## src/rtl/rst_seq_pkg.sv

```systemverilog
// rtl/rst_seq_pkg.sv - shared types and constants for the reset sequencer
package rst_seq_pkg;

  typedef enum logic [2:0] {
    ST_RESET       = 3'd0,
    ST_WAIT_MEM    = 3'd1,
    ST_WAIT_PERIPH = 3'd2,
    ST_WAIT_CORE   = 3'd3,
    ST_RUN         = 3'd4,
    ST_HOLD        = 3'd5
  } rst_state_e;

  localparam int CAUSE_POR = 0;
  localparam int CAUSE_SW  = 1;
  localparam int CAUSE_WDT = 2;

  localparam logic [2:0] CAUSE_RESET = 3'b001;

  // Cause vector for an accepted request; both bits set when sw and wdt coincide.
  function automatic logic [2:0] req_cause(input logic wdt, input logic sw);
    logic [2:0] c;
    c            = '0;
    c[CAUSE_WDT] = wdt;
    c[CAUSE_SW]  = sw;
    return c;
  endfunction

endpackage

```

## src/rtl/rst_seq_ctrl_if.sv

```systemverilog
// rtl/rst_seq_ctrl_if.sv - control/reset bundle between the sequencer and its environment
interface rst_seq_ctrl_if;

  logic       testmode_i;
  logic       sw_rst_req_i;
  logic       wdt_rst_req_i;
  logic       fetch_enable_i;
  logic       mem_rstn_o;
  logic       periph_rstn_o;
  logic       core_rstn_o;
  logic       fetch_enable_o;
  logic       seq_done_o;
  logic [2:0] rst_cause_o;

  modport master (
    output testmode_i, sw_rst_req_i, wdt_rst_req_i, fetch_enable_i,
    input  mem_rstn_o, periph_rstn_o, core_rstn_o, fetch_enable_o,
           seq_done_o, rst_cause_o
  );

  modport slave (
    input  testmode_i, sw_rst_req_i, wdt_rst_req_i, fetch_enable_i,
    output mem_rstn_o, periph_rstn_o, core_rstn_o, fetch_enable_o,
           seq_done_o, rst_cause_o
  );

endinterface

```

## src/rtl/rst_seq_ctrl_dly_cnt.sv

```systemverilog
// rtl/rst_seq_ctrl_dly_cnt.sv - shared wait-state delay counter with terminal-count compare
module rst_dly_cnt #(
  parameter int CNT_W = 6
) (
  input  logic             clk,
  input  logic             rstn,
  input  logic             clr,
  input  logic             en,
  input  logic [CNT_W-1:0] tc_val,
  output logic             tc
);

  logic [CNT_W-1:0] cnt;

  // Count while enabled; clear wins so each wait state starts from zero.
  always_ff @(posedge clk) begin
    if (!rstn || clr) begin
      cnt <= '0;
    end else if (en) begin
      cnt <= cnt + CNT_W'(1);
    end
  end

  assign tc = en && (cnt == tc_val);

endmodule

```

## src/rtl/rst_seq_ctrl.sv

```systemverilog
// rtl/rst_seq_ctrl.sv - staggered mem/periph/core reset release with sw/wdt re-sequencing
module rst_seq_ctrl
  import rst_seq_pkg::*;
#(
  parameter int MEM_DLY    = 4,
  parameter int PERIPH_DLY = 8,
  parameter int CORE_DLY   = 16,
  parameter int HOLD_CYC   = 32,
  parameter int CNT_W      = 6
) (
  input  logic          clk_i,
  input  logic          rstn_i,
  rst_seq_ctrl_if.slave bus
);

  localparam int DLY_MAX = (1 << CNT_W) - 1;

  if (CNT_W < 1 ||
      MEM_DLY < 1 || MEM_DLY > DLY_MAX ||
      PERIPH_DLY < 1 || PERIPH_DLY > DLY_MAX ||
      CORE_DLY < 1 || CORE_DLY > DLY_MAX ||
      HOLD_CYC < 1 || HOLD_CYC > DLY_MAX) begin : g_param_check
    $error("rst_seq_ctrl: delay parameter outside 1..2**CNT_W-1");
  end

  localparam logic [CNT_W-1:0] MEM_TC    = CNT_W'(MEM_DLY - 1);
  localparam logic [CNT_W-1:0] PERIPH_TC = CNT_W'(PERIPH_DLY - 1);
  localparam logic [CNT_W-1:0] CORE_TC   = CNT_W'(CORE_DLY - 1);
  localparam logic [CNT_W-1:0] HOLD_TC   = CNT_W'(HOLD_CYC - 1);

  rst_state_e       state, state_n;
  logic             mem_q, periph_q, core_q, fe_q, done_q;
  logic             mem_n, periph_n, core_n, fe_n, done_n;
  logic [2:0]       cause_q, cause_n;
  logic             req;
  logic             cnt_en, cnt_clr, tc;
  logic [CNT_W-1:0] tc_val;

  assign req = bus.sw_rst_req_i | bus.wdt_rst_req_i;

  rst_dly_cnt #(.CNT_W(CNT_W)) u_dly_cnt (
    .clk    (clk_i),
    .rstn   (rstn_i),
    .clr    (cnt_clr),
    .en     (cnt_en),
    .tc_val (tc_val),
    .tc     (tc)
  );

  // Next state and next output register values; every output holds unless a transition moves it.
  always_comb begin
    state_n  = state;
    mem_n    = mem_q;
    periph_n = periph_q;
    core_n   = core_q;
    done_n   = done_q;
    cause_n  = cause_q;
    fe_n     = 1'b0;
    cnt_en   = 1'b0;
    cnt_clr  = 1'b1;
    tc_val   = '0;
    case (state)
      ST_RESET: begin
        state_n = ST_WAIT_MEM;
      end
      ST_WAIT_MEM: begin
        cnt_en  = 1'b1;
        cnt_clr = tc;
        tc_val  = MEM_TC;
        if (tc) begin
          mem_n   = 1'b1;
          state_n = ST_WAIT_PERIPH;
        end
      end
      ST_WAIT_PERIPH: begin
        cnt_en  = 1'b1;
        cnt_clr = tc;
        tc_val  = PERIPH_TC;
        if (tc) begin
          periph_n = 1'b1;
          state_n  = ST_WAIT_CORE;
        end
      end
      ST_WAIT_CORE: begin
        cnt_en  = 1'b1;
        cnt_clr = tc;
        tc_val  = CORE_TC;
        if (tc) begin
          core_n  = 1'b1;
          done_n  = 1'b1;
          state_n = ST_RUN;
        end
      end
      ST_RUN: begin
        fe_n = bus.fetch_enable_i;
        if (req) begin
          // Memory stays out of reset so its contents survive a soft reset.
          core_n   = 1'b0;
          periph_n = 1'b0;
          fe_n     = 1'b0;
          done_n   = 1'b0;
          cause_n  = req_cause(bus.wdt_rst_req_i, bus.sw_rst_req_i);
          state_n  = ST_HOLD;
        end
      end
      ST_HOLD: begin
        cnt_en  = 1'b1;
        cnt_clr = tc;
        tc_val  = HOLD_TC;
        if (tc) begin
          state_n = ST_WAIT_PERIPH;
        end
      end
      default: begin
        state_n = ST_RESET;
      end
    endcase
  end

  // State and output registers; rstn_i returns everything to the power-on view.
  always_ff @(posedge clk_i) begin
    if (!rstn_i) begin
      state    <= ST_RESET;
      mem_q    <= 1'b0;
      periph_q <= 1'b0;
      core_q   <= 1'b0;
      fe_q     <= 1'b0;
      done_q   <= 1'b0;
      cause_q  <= CAUSE_RESET;
    end else begin
      state    <= state_n;
      mem_q    <= mem_n;
      periph_q <= periph_n;
      core_q   <= core_n;
      fe_q     <= fe_n;
      done_q   <= done_n;
      cause_q  <= cause_n;
    end
  end

  // DFT bypass: resets and fetch enable come straight from the pins while the FSM keeps running.
  assign bus.mem_rstn_o     = bus.testmode_i ? rstn_i : mem_q;
  assign bus.periph_rstn_o  = bus.testmode_i ? rstn_i : periph_q;
  assign bus.core_rstn_o    = bus.testmode_i ? rstn_i : core_q;
  assign bus.fetch_enable_o = bus.testmode_i ? bus.fetch_enable_i : fe_q;
  assign bus.seq_done_o     = done_q;
  assign bus.rst_cause_o    = cause_q;

endmodule

```

## src/flat_wrapper.sv

```systemverilog
// flat-port wrapper written by rule: the top's interface ports become plain ports
module rst_seq_ctrl_flat import rst_seq_pkg::*;
#(
  parameter int MEM_DLY    = 4,
  parameter int PERIPH_DLY = 8,
  parameter int CORE_DLY   = 16,
  parameter int HOLD_CYC   = 32,
  parameter int CNT_W      = 6
)
  (clk_i, rstn_i, bus_testmode_i, bus_sw_rst_req_i, bus_wdt_rst_req_i, bus_fetch_enable_i, bus_mem_rstn_o, bus_periph_rstn_o, bus_core_rstn_o, bus_fetch_enable_o, bus_seq_done_o, bus_rst_cause_o);
  rst_seq_ctrl_if bus_i ();
  input  logic clk_i;
  input  logic rstn_i;
  input wire logic [$bits(bus_i.testmode_i)-1:0] bus_testmode_i;
  input wire logic [$bits(bus_i.sw_rst_req_i)-1:0] bus_sw_rst_req_i;
  input wire logic [$bits(bus_i.wdt_rst_req_i)-1:0] bus_wdt_rst_req_i;
  input wire logic [$bits(bus_i.fetch_enable_i)-1:0] bus_fetch_enable_i;
  output wire logic [$bits(bus_i.mem_rstn_o)-1:0] bus_mem_rstn_o;
  output wire logic [$bits(bus_i.periph_rstn_o)-1:0] bus_periph_rstn_o;
  output wire logic [$bits(bus_i.core_rstn_o)-1:0] bus_core_rstn_o;
  output wire logic [$bits(bus_i.fetch_enable_o)-1:0] bus_fetch_enable_o;
  output wire logic [$bits(bus_i.seq_done_o)-1:0] bus_seq_done_o;
  output wire logic [$bits(bus_i.rst_cause_o)-1:0] bus_rst_cause_o;
  assign bus_i.testmode_i = bus_testmode_i;
  assign bus_i.sw_rst_req_i = bus_sw_rst_req_i;
  assign bus_i.wdt_rst_req_i = bus_wdt_rst_req_i;
  assign bus_i.fetch_enable_i = bus_fetch_enable_i;
  assign bus_mem_rstn_o = bus_i.mem_rstn_o;
  assign bus_periph_rstn_o = bus_i.periph_rstn_o;
  assign bus_core_rstn_o = bus_i.core_rstn_o;
  assign bus_fetch_enable_o = bus_i.fetch_enable_o;
  assign bus_seq_done_o = bus_i.seq_done_o;
  assign bus_rst_cause_o = bus_i.rst_cause_o;
  rst_seq_ctrl #(.MEM_DLY(MEM_DLY), .PERIPH_DLY(PERIPH_DLY), .CORE_DLY(CORE_DLY), .HOLD_CYC(HOLD_CYC), .CNT_W(CNT_W)) u_core (.clk_i(clk_i), .rstn_i(rstn_i), .bus(bus_i));
endmodule
```

## config.mk

```make
export PLATFORM = sky130hd
export DESIGN_NAME = rst_seq_ctrl_flat
export DESIGN_NICKNAME = d
export VERILOG_FILES = /design/src/rtl/rst_seq_pkg.sv /design/src/rtl/rst_seq_ctrl_if.sv /design/src/rtl/rst_seq_ctrl_dly_cnt.sv /design/src/rtl/rst_seq_ctrl.sv /design/src/flat_wrapper.sv
export SDC_FILE = /design/constraint.sdc
export NUM_CORES = 1
export LEC_CHECK = 0
export ABC_AREA = 1
export CAP_MARGIN = 10
export CELL_PAD_IN_SITES_DETAIL_PLACEMENT = 1
export CELL_PAD_IN_SITES_GLOBAL_PLACEMENT = 2
export CORE_MARGIN = 2
export CORE_UTILIZATION = 35
export CTS_BUF_LIST = sky130_fd_sc_hd__clkbuf_8
export CTS_CLUSTER_DIAMETER = 100
export DETAILED_ROUTE_END_ITERATION = 8
export DONT_BUFFER_PORTS = 1
export PLACE_DENSITY = 0.87
export SYNTH_ARGS = -nofsm -noshare
export SYNTH_HDL_FRONTEND = slang
export SYNTH_SLANG_ARGS = --single-unit
export TNS_END_PERCENT = 100
```

## constraint.sdc

```tcl
create_clock -name clk_i -period 1.49 [get_ports clk_i]
set_input_delay 0.0745 -clock clk_i [delete_from_list [all_inputs] [get_ports clk_i]]
set_output_delay 0.0745 -clock clk_i [all_outputs]
set_load 0.005 [all_outputs]
```

==> results of run 1 <==
## cells in the mapped netlist (all sizes together)
cell,number
a21oi,9
dfxtp,16
ha,1
inv,21
nand2,33
nand3,13
nand4,2
nor2,18
nor3,4
nor3b,1
o21ai,5
o22ai,1
xor2,2
## routing by layer
| metal | GRT usage (%) | part of all wire [%] | vias up |
|---|---|---|---|
| li1 | - | - | 443 |
| met1 | 20.3 | 43 | 439 |
| met2 | 29.5 | 51 | 19 |
| met3 | 3.55 | 2.9 | 9 |
| met4 | 8.75 | 2.4 | 0 |
| met5 | 0 | 0 | - |
## cell families (layout without fill, tap and decap cells)
family | after synthesis | after routing | synth area share [%]
simple gates | 71 | 71 | 42.7
xor+xnor | 2 | 2 | 1.97
flops | 16 | 16 | 36.1
buf+inv | 21 | 40 | 8.87
fa+ha+maj | 1 | 1 | 1.41
compound gates | 15 | 15 | 9.01
## stage by stage
| stage | area (um2) | hold WS (ps) | setup TNS (ps) | cells | power [mW] |
|---|---|---|---|---|---|
| after global routing | 1200 | 15.7 | -944 | 175 | 2.25 |
| after floorplan | 888 | 143 | 0 | 126 | 1.21 |
| after CTS | 1080 | 1.62 | 0 | 171 | 1.87 |
| final | 1200 | -1.48 | -51.0 | 175 | 2.11 |
| after global placement | 986 | 147 | -154 | 164 | 1.42 |
| after detailed placement | 986 | 153 | -179 | 164 | 1.44 |
## worst max-delay path, stage by stage, from the launching register on
cell and delay [ps]:
sky130_fd_sc_hd__dfxtp_4 440, sky130_fd_sc_hd__inv_8 60, sky130_fd_sc_hd__nand2_8 70, sky130_fd_sc_hd__nand3_4 70, sky130_fd_sc_hd__nand2_2 90, sky130_fd_sc_hd__nand2_1 70
sky130_fd_sc_hd__nor2_2 150, sky130_fd_sc_hd__nand2_4 120, sky130_fd_sc_hd__nand2_4 110, sky130_fd_sc_hd__nand3_4 70, sky130_fd_sc_hd__nand2_1 80, sky130_fd_sc_hd__inv_1 50
sky130_fd_sc_hd__nor2_2 70
## final cells by class
cell class              count  area, um2
fillers                   297       1230
multi-input cells          89        564
flip-flops and latches     16        332
repair buffers             15        120
inverters                  21       91.3
clock buffers               4       55.1
well taps                  30       37.5
## registers in the layout, indices dropped and copies added, names as in the netlist
register                cells
u_core.periph_q             1
u_core.bus.seq_done_o       1
u_core.mem_q                1
u_core.bus.rst_cause_o      3
u_core.fe_q                 1
u_core.state                3
u_core.u_dly_cnt.cnt        6
## path summary, 6_finish.rpt
check / slack [ps] / endpoint / cells past startpoint / start
worst min register to register: 470 / u_core.periph_q / 2 / u_core.periph_q
worst max register to register: -40 / u_core.state[2] / 12 / u_core.state[1]
worst max-delay path: -40 / u_core.state[2] / 12 / u_core.state[1]
worst min-delay path: -1 / u_core.bus.rst_cause_o[2] / 2 / bus_wdt_rst_req_i
## power by group through the flow
stage          sequential, mW  combinational (mW)  clock, mW
2_1_floorplan           0.564               0.648          0
3_3_place_gp            0.579               0.844          0
3_5_place_dp            0.579               0.860          0
4_1_cts                 0.585               0.885      0.397
5_1_grt                 0.646                1.19      0.413
6_report                0.632                1.09      0.394
## repair_timing
action,4_1_cts,5_1_grt
resized for setup,6,21
setup endpoints to repair,7,8
hold buffers,3,0
buffers inserted,0,4
endpoints found under the hold margin,5,0
pin swaps,0,5
==> impl_metrics.env, run 1 <==
export IMPL_status="finished, violations left"
export IMPL_failed_checks="negative hold slack, negative setup slack"
export IMPL_switching_share_pct=43.8
export IMPL_initial_utilization_pct=36.5
export IMPL_grt_pass1_wl_um=3630
export IMPL_timing_max_cap_violations=0
export IMPL_commonest_cells_after_routing_fill_and_taps_aside="sky130_fd_sc_hd__nand2_1 (24), sky130_fd_sc_hd__inv_1 (18), sky130_fd_sc_hd__nor2_1 (14), sky130_fd_sc_hd__dfxtp_1 (13), sky130_fd_sc_hd__buf_4 (12)"
export IMPL_final_max_slew_violation_count=0
export IMPL_rsz0062_at_grt="yes"
export IMPL_yosys_cell_types_count=20
export IMPL_detailedPlacementHpwl_um=1790
export IMPL_drt_total_wl_um=2680
export IMPL_grt_overflow_total=0
export IMPL_post_synth_main_area_contributors="sky130_fd_sc_hd__dfxtp_1 (36%), sky130_fd_sc_hd__nand2_1 (12%), sky130_fd_sc_hd__inv_1 (7.6%)"
export IMPL_final_util_pct=49.3
export IMPL_die_width_um=54.4
export IMPL_ctsRootBufferMaster="sky130_fd_sc_hd__clkbuf_8"
export IMPL_timing_critical_path_arrival_ps=1710
export IMPL_area_leader_netlist="sky130_fd_sc_hd__dfxtp_1"
export IMPL_power_internal_mw=1.19
export IMPL_die_area_um2=2960
export IMPL_clk_latency_ps=250
export IMPL_number_of_routed_nets_with_antenna_violations=0
export IMPL_power_density_nw_per_um2=1760
export IMPL_number_of_nets_in_the_layout=153
export IMPL_dp_worst_setup_slack_ps=-48.5
export IMPL_worstSetupStartpointType="flop"
export IMPL_ys_warn_count=0
export IMPL_syn_std_cell_area_um2=888
export IMPL_worst_slew_margin_rel_pct=78.5
export IMPL_final_hold_viol_count=1
export IMPL_synth_net_count=133
export IMPL_tritoncts_clock_tree="done"
export IMPL_antennaDiodeCount=0
export IMPL_cp_required_ps=1680
export IMPL_crit_fanout=6
export IMPL_clock_sink_count=16
export IMPL_finalWeightedCongestion=0.742
export IMPL_dr_first_iter_drc_count=11
export IMPL_power_share_of_the_clock_group_pct=18.7
export IMPL_timing_worst_setup_path_type="flop to flop"
export IMPL_total_global_routing_track_utilization_pct=17.3
export IMPL_area_growth_synth_to_final_pct=35.1
export IMPL_max_slew_worst_pin_slew_ps=319
export IMPL_row_count=18
export IMPL_seq_power_share_pct=29.9
export IMPL_pwr_share_comb_pct=51.4
export IMPL_final_period_minus_worst_setup_slack_ps=1530
export IMPL_p_leak_nw=0.513
export IMPL_drt_vias_per_instance=5.20
export IMPL_holdWs_ps=-1.48
export IMPL_firstDrtPassIters=4
export IMPL_clkTransAtPathRegs_ps=70
export IMPL_switching_power_mw=0.925
export IMPL_finalClockSkew_ps=4.19
export IMPL_design_portCount=14
export IMPL_core_area_um2=2430
export IMPL_setup_violations_final=2
export IMPL_wire_per_inst_um=15.3
export IMPL_cts_path_max_buffers=2
export IMPL_ys_ff_latch=16
export IMPL_fin_ws_ps=-37.6
export IMPL_cp_end_kind="flop"
export IMPL_post_route_drc_count=0
export IMPL_netlist_instances=126
export IMPL_final_layout_size_suffix_gt1_share_pct=32.4
export IMPL_num_vias=910
export IMPL_ir_worst_vdd_v=0.000986
export IMPL_max_freq_mhz=655
export IMPL_fp_dieH_um=54.4
export IMPL_min_delay_path_class="input port to flop"
export IMPL_cts_made_buffers=3
export IMPL_syn_avg_cell_area_um2=7.05
export IMPL_fraction_of_post_synthesis_cell_area_in_the_top_cell_type_by_area_pct=36.1
export IMPL_antenna_violations_before_repair=0
export IMPL_leading_cell_type_in_the_layout_fill_and_taps_excluded="sky130_fd_sc_hd__nand2_1"
export IMPL_buffer_ports_inserted=0
export IMPL_synth_seq_area_share_pct=36.1
export IMPL_grt_start_max_net_pins=10
export IMPL_via_count_of_the_first_global_routing_pass=855
export IMPL_h_tree_levels=1
export IMPL_layout_worst_path_cycle_share_pct=103
(Power assumes the default switching activity.)
==> inputs of run 2 (changes only) <==
CELL_PAD_IN_SITES_DETAIL_PLACEMENT = not set   (was 1)
CELL_PAD_IN_SITES_GLOBAL_PLACEMENT = not set   (was 2)
CORE_UTILIZATION = 45   (was 35)
PLACE_DENSITY = 0.69   (was 0.87)
==> impl_metrics.env, run 2 (same netlist as run 1, synthesis figures left out) <==
export IMPL_status="complete, no violations"
export IMPL_reg2reg_from="u_core.state[0]"
export IMPL_largest_reg_flops=6
export IMPL_max_slew_worst_pin_slew_ps=281
export IMPL_timing_critical_path_arrival_ps=1660
export IMPL_final_setup_tns_ps=0
export IMPL_worst_r2r_setup_slack_ps=20
export IMPL_tritoncts_clock_tree="done"
export IMPL_firstDrtPassIters=4
export IMPL_commonest_cells_after_routing_fill_and_taps_aside="sky130_fd_sc_hd__nand2_1 (20), sky130_fd_sc_hd__inv_1 (16), sky130_fd_sc_hd__dfxtp_1 (13), sky130_fd_sc_hd__nor2_1 (12), sky130_fd_sc_hd__buf_4 (9)"
export IMPL_holdWs_ps=3.92
export IMPL_cp_num_buf_inv=2
export IMPL_finalWeightedCongestion=0.848
export IMPL_timing_worst_setup_path_type="flop to flop"
export IMPL_grt_overflow_total=0
export IMPL_path_delay_family="simple AND/OR/NAND/NOR gates"
export IMPL_regArea_um2=332
export IMPL_max_freq_mhz=680
export IMPL_timing_critical_path_depth=9
export IMPL_drt_vias_per_instance=5.15
export IMPL_post_route_drc_count=0
export IMPL_worst_hold_path_num_cells=2
export IMPL_total_global_routing_track_utilization_pct=19.2
export IMPL_worstSetupStartpointType="flop"
export IMPL_number_of_routed_nets_with_antenna_violations=0
export IMPL_final_period_minus_worst_setup_slack_ps=1470
export IMPL_finalClockSkew_ps=1.35
export IMPL_power_total_mw=2.16
export IMPL_final_layout_size_suffix_gt1_share_pct=34.3
export IMPL_grt_start_max_net_pins=10
export IMPL_min_to="u_core.u_dly_cnt.cnt[4]"
export IMPL_buffer_ports_inserted=0
export IMPL_timing_critical_path_slowest_stage_cell="sky130_fd_sc_hd__dfxtp_4"
export IMPL_setup_violations_final=0
export IMPL_min_from="rstn_i"
export IMPL_final_max_slew_violation_count=0
export IMPL_worst_r2r_cell_count=9
export IMPL_detailedPlacementHpwl_um=1370
export IMPL_final_hold_viol_count=0
export IMPL_crit_chain="inv_4 -> nor2_2 -> nand3_1 -> nand3_1 -> nor2_2 -> nand2_4 -> buf_4 -> nand4_4 -> nor3b_2"
export IMPL_p_leak_nw=0.504
export IMPL_fp_dieH_um=48.4
export IMPL_leading_cell_type_in_the_layout_fill_and_taps_excluded="sky130_fd_sc_hd__nand2_1"
export IMPL_power_density_nw_per_um2=1790
export IMPL_antenna_violations_before_repair=0
export IMPL_cts_made_buffers=3
export IMPL_grt_pass1_wl_um=3490
export IMPL_die_width_um=48.4
export IMPL_cts_path_max_buffers=2
export IMPL_crit_fanout=6
export IMPL_dr_first_iter_drc_count=42
export IMPL_cp_required_ps=1680
export IMPL_layout_worst_path_cycle_share_pct=98.7
export IMPL_min_delay_path_class="input port to flop"
export IMPL_area_growth_synth_to_final_pct=36.1
export IMPL_clkTransAtPathRegs_ps=60
export IMPL_max_flop_register="u_core.u_dly_cnt.cnt"
export IMPL_antennaDiodeCount=0
export IMPL_dpl_cell_count=157
export IMPL_die_area_um2=2350
export IMPL_cp_end_kind="flop"
export IMPL_clk_latency_ps=260
export IMPL_design_portCount=14
export IMPL_regToRegEndpoint="u_core.u_dly_cnt.cnt[2]"
export IMPL_ctsRootBufferMaster="sky130_fd_sc_hd__clkbuf_8"
export IMPL_slowest_delay_ps=410
export IMPL_number_of_nets_in_the_layout=151
export IMPL_num_vias=875
export IMPL_num_fill_cells=148
export IMPL_wire_per_inst_um=13.2
export IMPL_via_count_of_the_first_global_routing_pass=827
export IMPL_multi_input_comb_area_um2=589
export IMPL_h_tree_levels=1
export IMPL_fin_ws_ps=18.6
export IMPL_clock_sink_count=16
export IMPL_initial_utilization_pct=46.7
export IMPL_row_count=16
export IMPL_final_standard_cell_count_with_taps_included_and_fillers_excluded=170
export IMPL_dp_worst_setup_slack_ps=-7.33
export IMPL_worst_slew_margin_rel_pct=81.1
export IMPL_timing_max_cap_violations=0
export IMPL_ir_worst_vdd_v=0.00118
export IMPL_core_area_um2=1900
export IMPL_rsz0062_at_grt="yes"
export IMPL_drt_total_wl_um=2240
run 2: repair_timing:
item / 4_1_cts / 5_1_grt
cloned: 0 / 0
endpoints found under the setup margin: 6 / 12
hold buffers: 4 / 0
gates resized for setup: 13 / 24
hold endpoints to repair: 6 / 0
setup buffers: 2 / 3
pin swaps: 3 / 12
run 2: metrics by stage:
stage | instance area (um2) | utilization [%]
4_1_cts | 1100 | 58.0
6_report | 1210 | 63.6
2_1_floorplan | 888 | -
3_5_place_dp | 952 | 50.1
3_3_place_gp | 952 | 50.1
5_1_grt | 1210 | 63.6
run 2: routing by layer:
layer / global-route usage [%] / share of wire [%]
met1: 22.7 / 44
met2: 33.3 / 48
met3: 3.09 / 4.9
met4: 10.5 / 2.9
met5: 0 / 0
run 2: worst max-delay path by stage:
stage	end	start	slack, ps
final	u_core.u_dly_cnt.cnt[2]	u_core.state[0]	20
after global routing	u_core.u_dly_cnt.cnt[2]	u_core.state[0]	-50
after CTS	u_core.u_dly_cnt.cnt[3]	u_core.state[2]	0.9
after detailed placement	u_core.state[2]	u_core.state[2]	-7
after global placement	u_core.mem_q	u_core.state[1]	-0.8
after floorplan	u_core.state[2]	u_core.state[1]	140
run 2: layout make-up:
class	count	area share, %
clock buffer	4	4.55
sequential	16	27.4
timing repair buffer	13	8.90
inverter	21	7.56
multi-input combinational	89	48.8
tap	27	2.80
run 2: worst register-to-register path, stage by stage, from the launching register on:
cell and delay, ps:
sky130_fd_sc_hd__dfxtp_4 410, sky130_fd_sc_hd__inv_4 70, sky130_fd_sc_hd__nor2_2 120, sky130_fd_sc_hd__nand3_1 90, sky130_fd_sc_hd__nand3_1 100, sky130_fd_sc_hd__nor2_2 60
sky130_fd_sc_hd__nand2_4 110, sky130_fd_sc_hd__buf_4 130, sky130_fd_sc_hd__nand4_4 110, sky130_fd_sc_hd__nor3b_2 200
run 2: power by group:
part	total (mW)	switching, mW	internal, mW	leakage [nW]
combinational	1.13	0.667	0.459	0.343
sequential	0.643	0.129	0.513	0.132
clock	0.394	0.159	0.235	0.0288
total	2.16	0.955	1.21	0.504
